File: src/rtl/egyptian_mul_pkg.sv
// Shared definitions for the sequential Egyptian (shift-and-add) multiplier.
//   egm_state_t        controller states: IDLE, RUN, DONE
//   EGM_DEFAULT_WIDTH  default operand width in bits
package egyptian_mul_pkg;

  typedef enum logic [1:0] {
    IDLE = 2'd0,
    RUN  = 2'd1,
    DONE = 2'd2
  } egm_state_t;

  localparam int EGM_DEFAULT_WIDTH = 16;

endpackage

File: src/rtl/egyptian_mul_step.sv
// One shift-and-add iteration of the Egyptian multiplier, purely combinational.
// Ports:
//   acc_i     in   2*WIDTH  running partial-product sum
//   mcand_i   in   2*WIDTH  multiplicand, already shifted for this step
//   mplier_i  in   WIDTH    remaining multiplier bits, LSB is the current one
//   acc_o     out  2*WIDTH  sum after conditionally adding mcand_i
//   mcand_o   out  2*WIDTH  multiplicand shifted left by one (top bit dropped)
//   mplier_o  out  WIDTH    multiplier shifted right by one
//   last_o    out  1        no set multiplier bits remain after this step
module egyptian_mul_step
  import egyptian_mul_pkg::*;
#(
  parameter int WIDTH = EGM_DEFAULT_WIDTH
) (
  input  logic [2*WIDTH-1:0] acc_i,
  input  logic [2*WIDTH-1:0] mcand_i,
  input  logic [WIDTH-1:0]   mplier_i,
  output logic [2*WIDTH-1:0] acc_o,
  output logic [2*WIDTH-1:0] mcand_o,
  output logic [WIDTH-1:0]   mplier_o,
  output logic               last_o
);

  assign acc_o    = acc_i + (mplier_i[0] ? mcand_i : '0);
  assign mcand_o  = mcand_i << 1;
  assign mplier_o = mplier_i >> 1;
  // Looks at the shifted multiplier: when nothing is left to scan, this
  // step's sum is already the final product.
  assign last_o   = (mplier_o == '0);

endmodule

File: src/rtl/egyptian_mul_seq.sv
// Sequential Egyptian multiplier: one adder reused for up to WIDTH cycles.
// Accepts an operand pair over a valid/ready handshake, adds one partial
// product per RUN cycle, and offers the 2*WIDTH-bit unsigned product over a
// second valid/ready handshake.
// Ports:
//   clk        in   1        clock, rising edge
//   rst        in   1        synchronous active-high reset
//   in_valid   in   1        a/b hold an operand pair
//   in_ready   out  1        pair is accepted this cycle if in_valid
//   a          in   WIDTH    multiplier, scanned LSB first
//   b          in   WIDTH    multiplicand
//   out_valid  out  1        d holds a finished product
//   out_ready  in   1        consumer takes d this cycle
//   d          out  2*WIDTH  product a*b
//   busy       out  1        high while running or holding a result
module egyptian_mul_seq
  import egyptian_mul_pkg::*;
#(
  parameter int WIDTH      = EGM_DEFAULT_WIDTH,
  parameter bit EARLY_EXIT = 1'b1
) (
  input  logic               clk,
  input  logic               rst,
  input  logic               in_valid,
  output logic               in_ready,
  input  logic [WIDTH-1:0]   a,
  input  logic [WIDTH-1:0]   b,
  output logic               out_valid,
  input  logic               out_ready,
  output logic [2*WIDTH-1:0] d,
  output logic               busy
);

  localparam int              CW       = (WIDTH > 1) ? $clog2(WIDTH) : 1;
  localparam logic [CW-1:0]   CNT_LAST = CW'(WIDTH - 1);

  egm_state_t           state_q, state_d;
  logic [2*WIDTH-1:0]   acc_q, acc_d;
  logic [2*WIDTH-1:0]   mcand_q, mcand_d;
  logic [WIDTH-1:0]     mplier_q, mplier_d;
  logic [CW-1:0]        cnt_q, cnt_d;
  logic [2*WIDTH-1:0]   prod_q, prod_d;
  logic                 out_valid_q, out_valid_d;

  logic [2*WIDTH-1:0]   step_acc;
  logic [2*WIDTH-1:0]   step_mcand;
  logic [WIDTH-1:0]     step_mplier;
  logic                 step_last;
  logic                 accept;
  logic                 finish;

  egyptian_mul_step #(
    .WIDTH (WIDTH)
  ) u_step (
    .acc_i    (acc_q),
    .mcand_i  (mcand_q),
    .mplier_i (mplier_q),
    .acc_o    (step_acc),
    .mcand_o  (step_mcand),
    .mplier_o (step_mplier),
    .last_o   (step_last)
  );

  assign in_ready  = (state_q == IDLE) && !rst;
  assign accept    = in_valid && in_ready;
  assign busy      = (state_q != IDLE);
  assign out_valid = out_valid_q;
  assign d         = prod_q;

  // The counter bounds the run at WIDTH steps; the early exit shortens it
  // once the remaining multiplier is empty (a=0 still takes one step).
  assign finish = (cnt_q == CNT_LAST) || (EARLY_EXIT && step_last);

  always_comb begin
    state_d     = state_q;
    acc_d       = acc_q;
    mcand_d     = mcand_q;
    mplier_d    = mplier_q;
    cnt_d       = cnt_q;
    prod_d      = prod_q;
    out_valid_d = out_valid_q;

    unique case (state_q)
      IDLE: begin
        if (accept) begin
          mcand_d  = {{WIDTH{1'b0}}, b};
          mplier_d = a;
          acc_d    = '0;
          cnt_d    = '0;
          state_d  = RUN;
        end
      end
      RUN: begin
        acc_d    = step_acc;
        mcand_d  = step_mcand;
        mplier_d = step_mplier;
        cnt_d    = cnt_q + 1'b1;
        if (finish) begin
          prod_d      = step_acc;
          out_valid_d = 1'b1;
          state_d     = DONE;
        end
      end
      DONE: begin
        // Result and out_valid hold until the consumer takes them.
        if (out_ready) begin
          out_valid_d = 1'b0;
          state_d     = IDLE;
        end
      end
      default: begin
        state_d     = IDLE;
        out_valid_d = 1'b0;
      end
    endcase
  end

  always_ff @(posedge clk) begin
    if (rst) begin
      state_q     <= IDLE;
      acc_q       <= '0;
      mcand_q     <= '0;
      mplier_q    <= '0;
      cnt_q       <= '0;
      prod_q      <= '0;
      out_valid_q <= 1'b0;
    end else begin
      state_q     <= state_d;
      acc_q       <= acc_d;
      mcand_q     <= mcand_d;
      mplier_q    <= mplier_d;
      cnt_q       <= cnt_d;
      prod_q      <= prod_d;
      out_valid_q <= out_valid_d;
    end
  end

endmodule
File: config.mk
export PLATFORM = sky130hd
export DESIGN_NAME = egyptian_mul_seq
export DESIGN_NICKNAME = d
export VERILOG_FILES = /design/src/rtl/egyptian_mul_pkg.sv /design/src/rtl/egyptian_mul_step.sv /design/src/rtl/egyptian_mul_seq.sv
export SDC_FILE = /design/constraint.sdc
export NUM_CORES = 1
export LEC_CHECK = 0
export BUFFER_PORTS_ARGS = -buffer_cell sky130_fd_sc_hd__buf_2
export CORE_AREA = 4 4 111 113
export CTS_CLUSTER_DIAMETER = 100
export DETAILED_ROUTE_END_ITERATION = 7
export DIE_AREA = 0 0 115 117
export GPL_TIMING_DRIVEN = 0
export HOLD_SLACK_MARGIN = 0.15
export PLACE_DENSITY = 0.72
export SKIP_LAST_GASP = 1
export SLEW_MARGIN = 20
export SYNTH_ARGS = -nofsm -noshare
export SYNTH_HDL_FRONTEND = slang
export SYNTH_SLANG_ARGS = --single-unit
File: constraint.sdc
create_clock -name clk -period 3.4 [get_ports clk]
set_input_delay 0.17 -clock clk [delete_from_list [all_inputs] [get_ports clk]]
set_output_delay 0.17 -clock clk [all_outputs]
set_load 0.05 [all_outputs]
==> summary.md <==
| Metric | Value |
|---|---|
| Outcome | `complete, no violations` |
| Sequential share of power | `0.400` |
| Global-route wire length before repair | `30.84 mm` |
| Part of the Yosys area used for sequential elements | `0.3826` |
| Sw Share | `0.2620` |
| Die height | `117 um` |
| Total die area | `0.01346 sq mm` |
| Worst hold-check path type | `in -> reg` |
| Vias after detailed routing | `6447` |
| R2R Setup Slk | `70 ps` |
| Final global-route overflow total | `0` |
| Number of distinct library cells after synthesis | `61` |
| Area Overhead vs Synth | `23.85%` |
| Most used standard cells in the synthesized netlist | `dfxtp_1 (119), nor2_1 (113), nand2_1 (83)` |
| FFs w/ async S/R, synth | `0` |
| Headroom to the max-slew limit | `0.4321` |
| Internal | `0.002746 W` |
| Routed vias/inst | `6.071` |
| Endpoints failing hold | `0` |
| Worst slack at placement | `-30.68 ps` |
| Initial antenna violation count | `0` |
| CTS Buffer Depth | `2` |
| Hold_ws | `298.2 ps` |
| Average footprint of a synthesized cell | `7.943 sq um` |
| Net total in the final layout | `975` |
| Worst Tran Pin Value | `851.9 ps` |
| Worst IR Drop VDD | `0.4599 mV` |
| Standard cell area after detailed placement | `0.006756 sq mm` |
| Iter 0 DRT Violations | `759` |
| RSZ-0062 raised after global routing | `true` |
| Number of enable-type register cells in the synthesized netlist | `0` |
| Total detailed-routing wirelength | `19.28 mm` |
| Cell type with the largest total area after synthesis | `dfxtp_1` |
| I/O pins | `71` |
| Worst-path clk slew | `60 ps` |
| 1st-pass router iterations | `7` |
| Ys Warns | `0` |
| Worst Setup Path Type | `reg -> reg` |
| Final instance area | `0.007712 sq mm` |
| Row count | `39` |
| Half-perimeter wire length after detailed placement | `14.10 mm` |
| Biggest fanout along the worst timing path | `10` |
| Top-area cell type share of the netlist area | `0.3826` |
| Tmin final | `3330 ps` |
| Comb pwr share | `0.113` |
| Arr. time, crit path | `3660 ps` |
| Sum of internal, switching and leakage power | `0.003721 W` |
| # clock sinks | `119` |
| # DRC | `0` |
| Starting density of the core | `0.5501` |
| Post-synthesis net count | `853` |
| Root cell of the clock tree | `clkbuf_16` |
| Max Clock Freq | `300.3 MHz` |
| Top post-synthesis cells by area | `dfxtp_1 (38%), nor2_1 (6.8%), ha_1 (6.4%)` |
| Crit share post-route | `0.9795` |
| CTS tree | `done` |
| Proportion of layout cells with a drive suffix above 1 | `0.1338` |
| ANT cells | `0` |
| LEAKAGE | `3.247 nW` |
| Cell area power density | `482.5 mW/mm^2` |
| Least setup slack across all paths after layout | `69.67 ps` |
| Net Sw Power | `0.0009752 W` |
| Floorplan Core Area | `0.01132 sq mm` |
| Routed length per instance | `18.15 um` |
| Share of power burned in the clock network | `0.487` |
| Number of buffers inserted during clock tree synthesis | `17` |
| Vias in the first global route | `6228` |
| Pin count of the biggest net entering global routing | `17` |
| Routability congestion estimate from global placement | `0.9396` |
| Count of endpoints failing setup in the final report | `0` |
| Clock insertion delay at the later pin of the skew report | `430 ps` |
| Number of pins with negative max-slew slack in the final report | `0` |
| Count of maximum capacitance violations | `0` |
| Residual antenna-violating net count after detailed routing | `0` |
| CTS HTree Levels | `4` |
| Flip-flop and latch count after synthesis | `119` |
| Global-route usage over all layers | `0.2973` |
| Required time of the worst setup path | `3730 ps` |
| Most used DFF post-synth | `dfxtp_1` |
| Kind of launch point of the worst setup path | `flop` |
| Cells after synthesis | `784` |
| Post-route clock skew | `7.249 ps` |
| Dominant cell by count in the synthesized netlist | `dfxtp_1` |
| Summed instance area of the synthesized netlist | `0.006227 sq mm` |
| Width of the die | `115 um` |
| Buffers on Ports | `70` |
| Category of the worst setup path capture point | `flop` |
-- what timing repair did --
item,in CTS,in global routing
setup endpoints to repair,6,21
resized for setup,1,8
hold buffers,33,0
hold endpoints to repair,34,0
setup buffers,0,0
-- critical path: stages, from the launching register on --
cell and delay (ps):
dfxtp_1 420, buf_2 260, and2_1 170, ha_1 210, fa_1 410, a21o_1 200, a221o_2 420, a41oi_2 290
a211oi_4 140, or3_2 450, a32o_1 270
-- kinds of logic (layout without fill, tap and decap cells) --
group / Yosys count / in the layout / share of synthesized area
xor gates and xnor gates: 27 / 27 / 0.03798
buffers and inverters: 57 / 192 / 0.03516
adders and majority gates: 33 / 33 / 0.06751
and+or+nand+nor: 320 / 320 / 0.2359
muxes: 5 / 5 / 0.008238
AOI/OAI and AO/OA: 223 / 223 / 0.2327
DFF: 119 / 119 / 0.3826
-- layout make-up --
type	count	area, sq um
Multi-Input combinational cell	608	3654
Sequential cell	119	2382
Clock buffer	24	501.7
Inverter	7	26.28
Tap cell	143	178.9
Clock inverter	8	93.84
Fill cell	976	3608
Timing Repair Buffer	103	680.7
Buffer	50	195.2
-- sequential cells by signal (all words and copies together) (netlist names) --
register and count:
acc_q 32, d 32, mcand_q 32, mplier_q 16
cnt_q 4, state_q 2, out_valid 1
-- power by group through the flow --
stage / Combinational [W] / Sequential [W] / Clock, W
2_1_floorplan: 0.000239 / 0.00151 / 0
3_3_place_gp: 0.000374 / 0.00151 / 0
3_5_place_dp: 0.000382 / 0.00152 / 0
4_1_cts: 0.000414 / 0.00149 / 0.00183
5_1_grt: 0.000461 / 0.00149 / 0.00189
6_report: 0.000420 / 0.00149 / 0.00181
-- metal layers --
layer,track usage,vias to the layer above,routed length (um),share of wire
li1,-,3081,-,-
met1,0.3524,3034,7993,0.41
met2,0.4931,253,9167,0.48
met3,0.07352,79,1221,0.063
met4,0.1682,0,896,0.046
met5,0,-,0,0
-- path summary, 6_finish.rpt --
| kind | from | to | cells after the start |
|---|---|---|---|
| worst max-delay path | mplier_q[0] | acc_q[18] | 10 |
| worst min-delay path | in_valid | mplier_q[3] | 4 |
| worst max register to register | mplier_q[0] | acc_q[18] | 10 |
| worst min register to register | d[30] | d[30] | 2 |
-- placed cells by master (no fill, tap or decap), drive strengths merged, types with 5 or more instances in the layout --
master | Yosys | final
xnor2 | 12 | 12
a22oi | 25 | 25
a31oi | 10 | 10
buf | 6 | 77
and2 | 35 | 35
nand4 | 15 | 15
nor3 | 24 | 24
a222oi | 15 | 15
inv | 7 | 7
a21o | 10 | 10
nor2 | 113 | 113
clkbuf | 44 | 67
clkinv | 0 | 6
nand2 | 83 | 83
o22ai | 5 | 5
dfxtp | 119 | 119
xor2 | 15 | 15
dlygate4sd3 | 0 | 33
ha | 32 | 32
a211oi | 8 | 8
o21ai | 53 | 53
a21oi | 67 | 67
nand3 | 22 | 22
and3 | 8 | 8
-- metrics by stage --
stage	setup TNS (ps)	instances	utilization
6_report	0	1062	0.6813
5_1_grt	-48.41	1062	0.6813
4_1_cts	0	1062	0.6787
3_5_place_dp	-79.95	997	0.5968
3_3_place_gp	-6.645	997	0.5968
2_1_floorplan	0	784	-
Power figures use the tool's default switching activity.
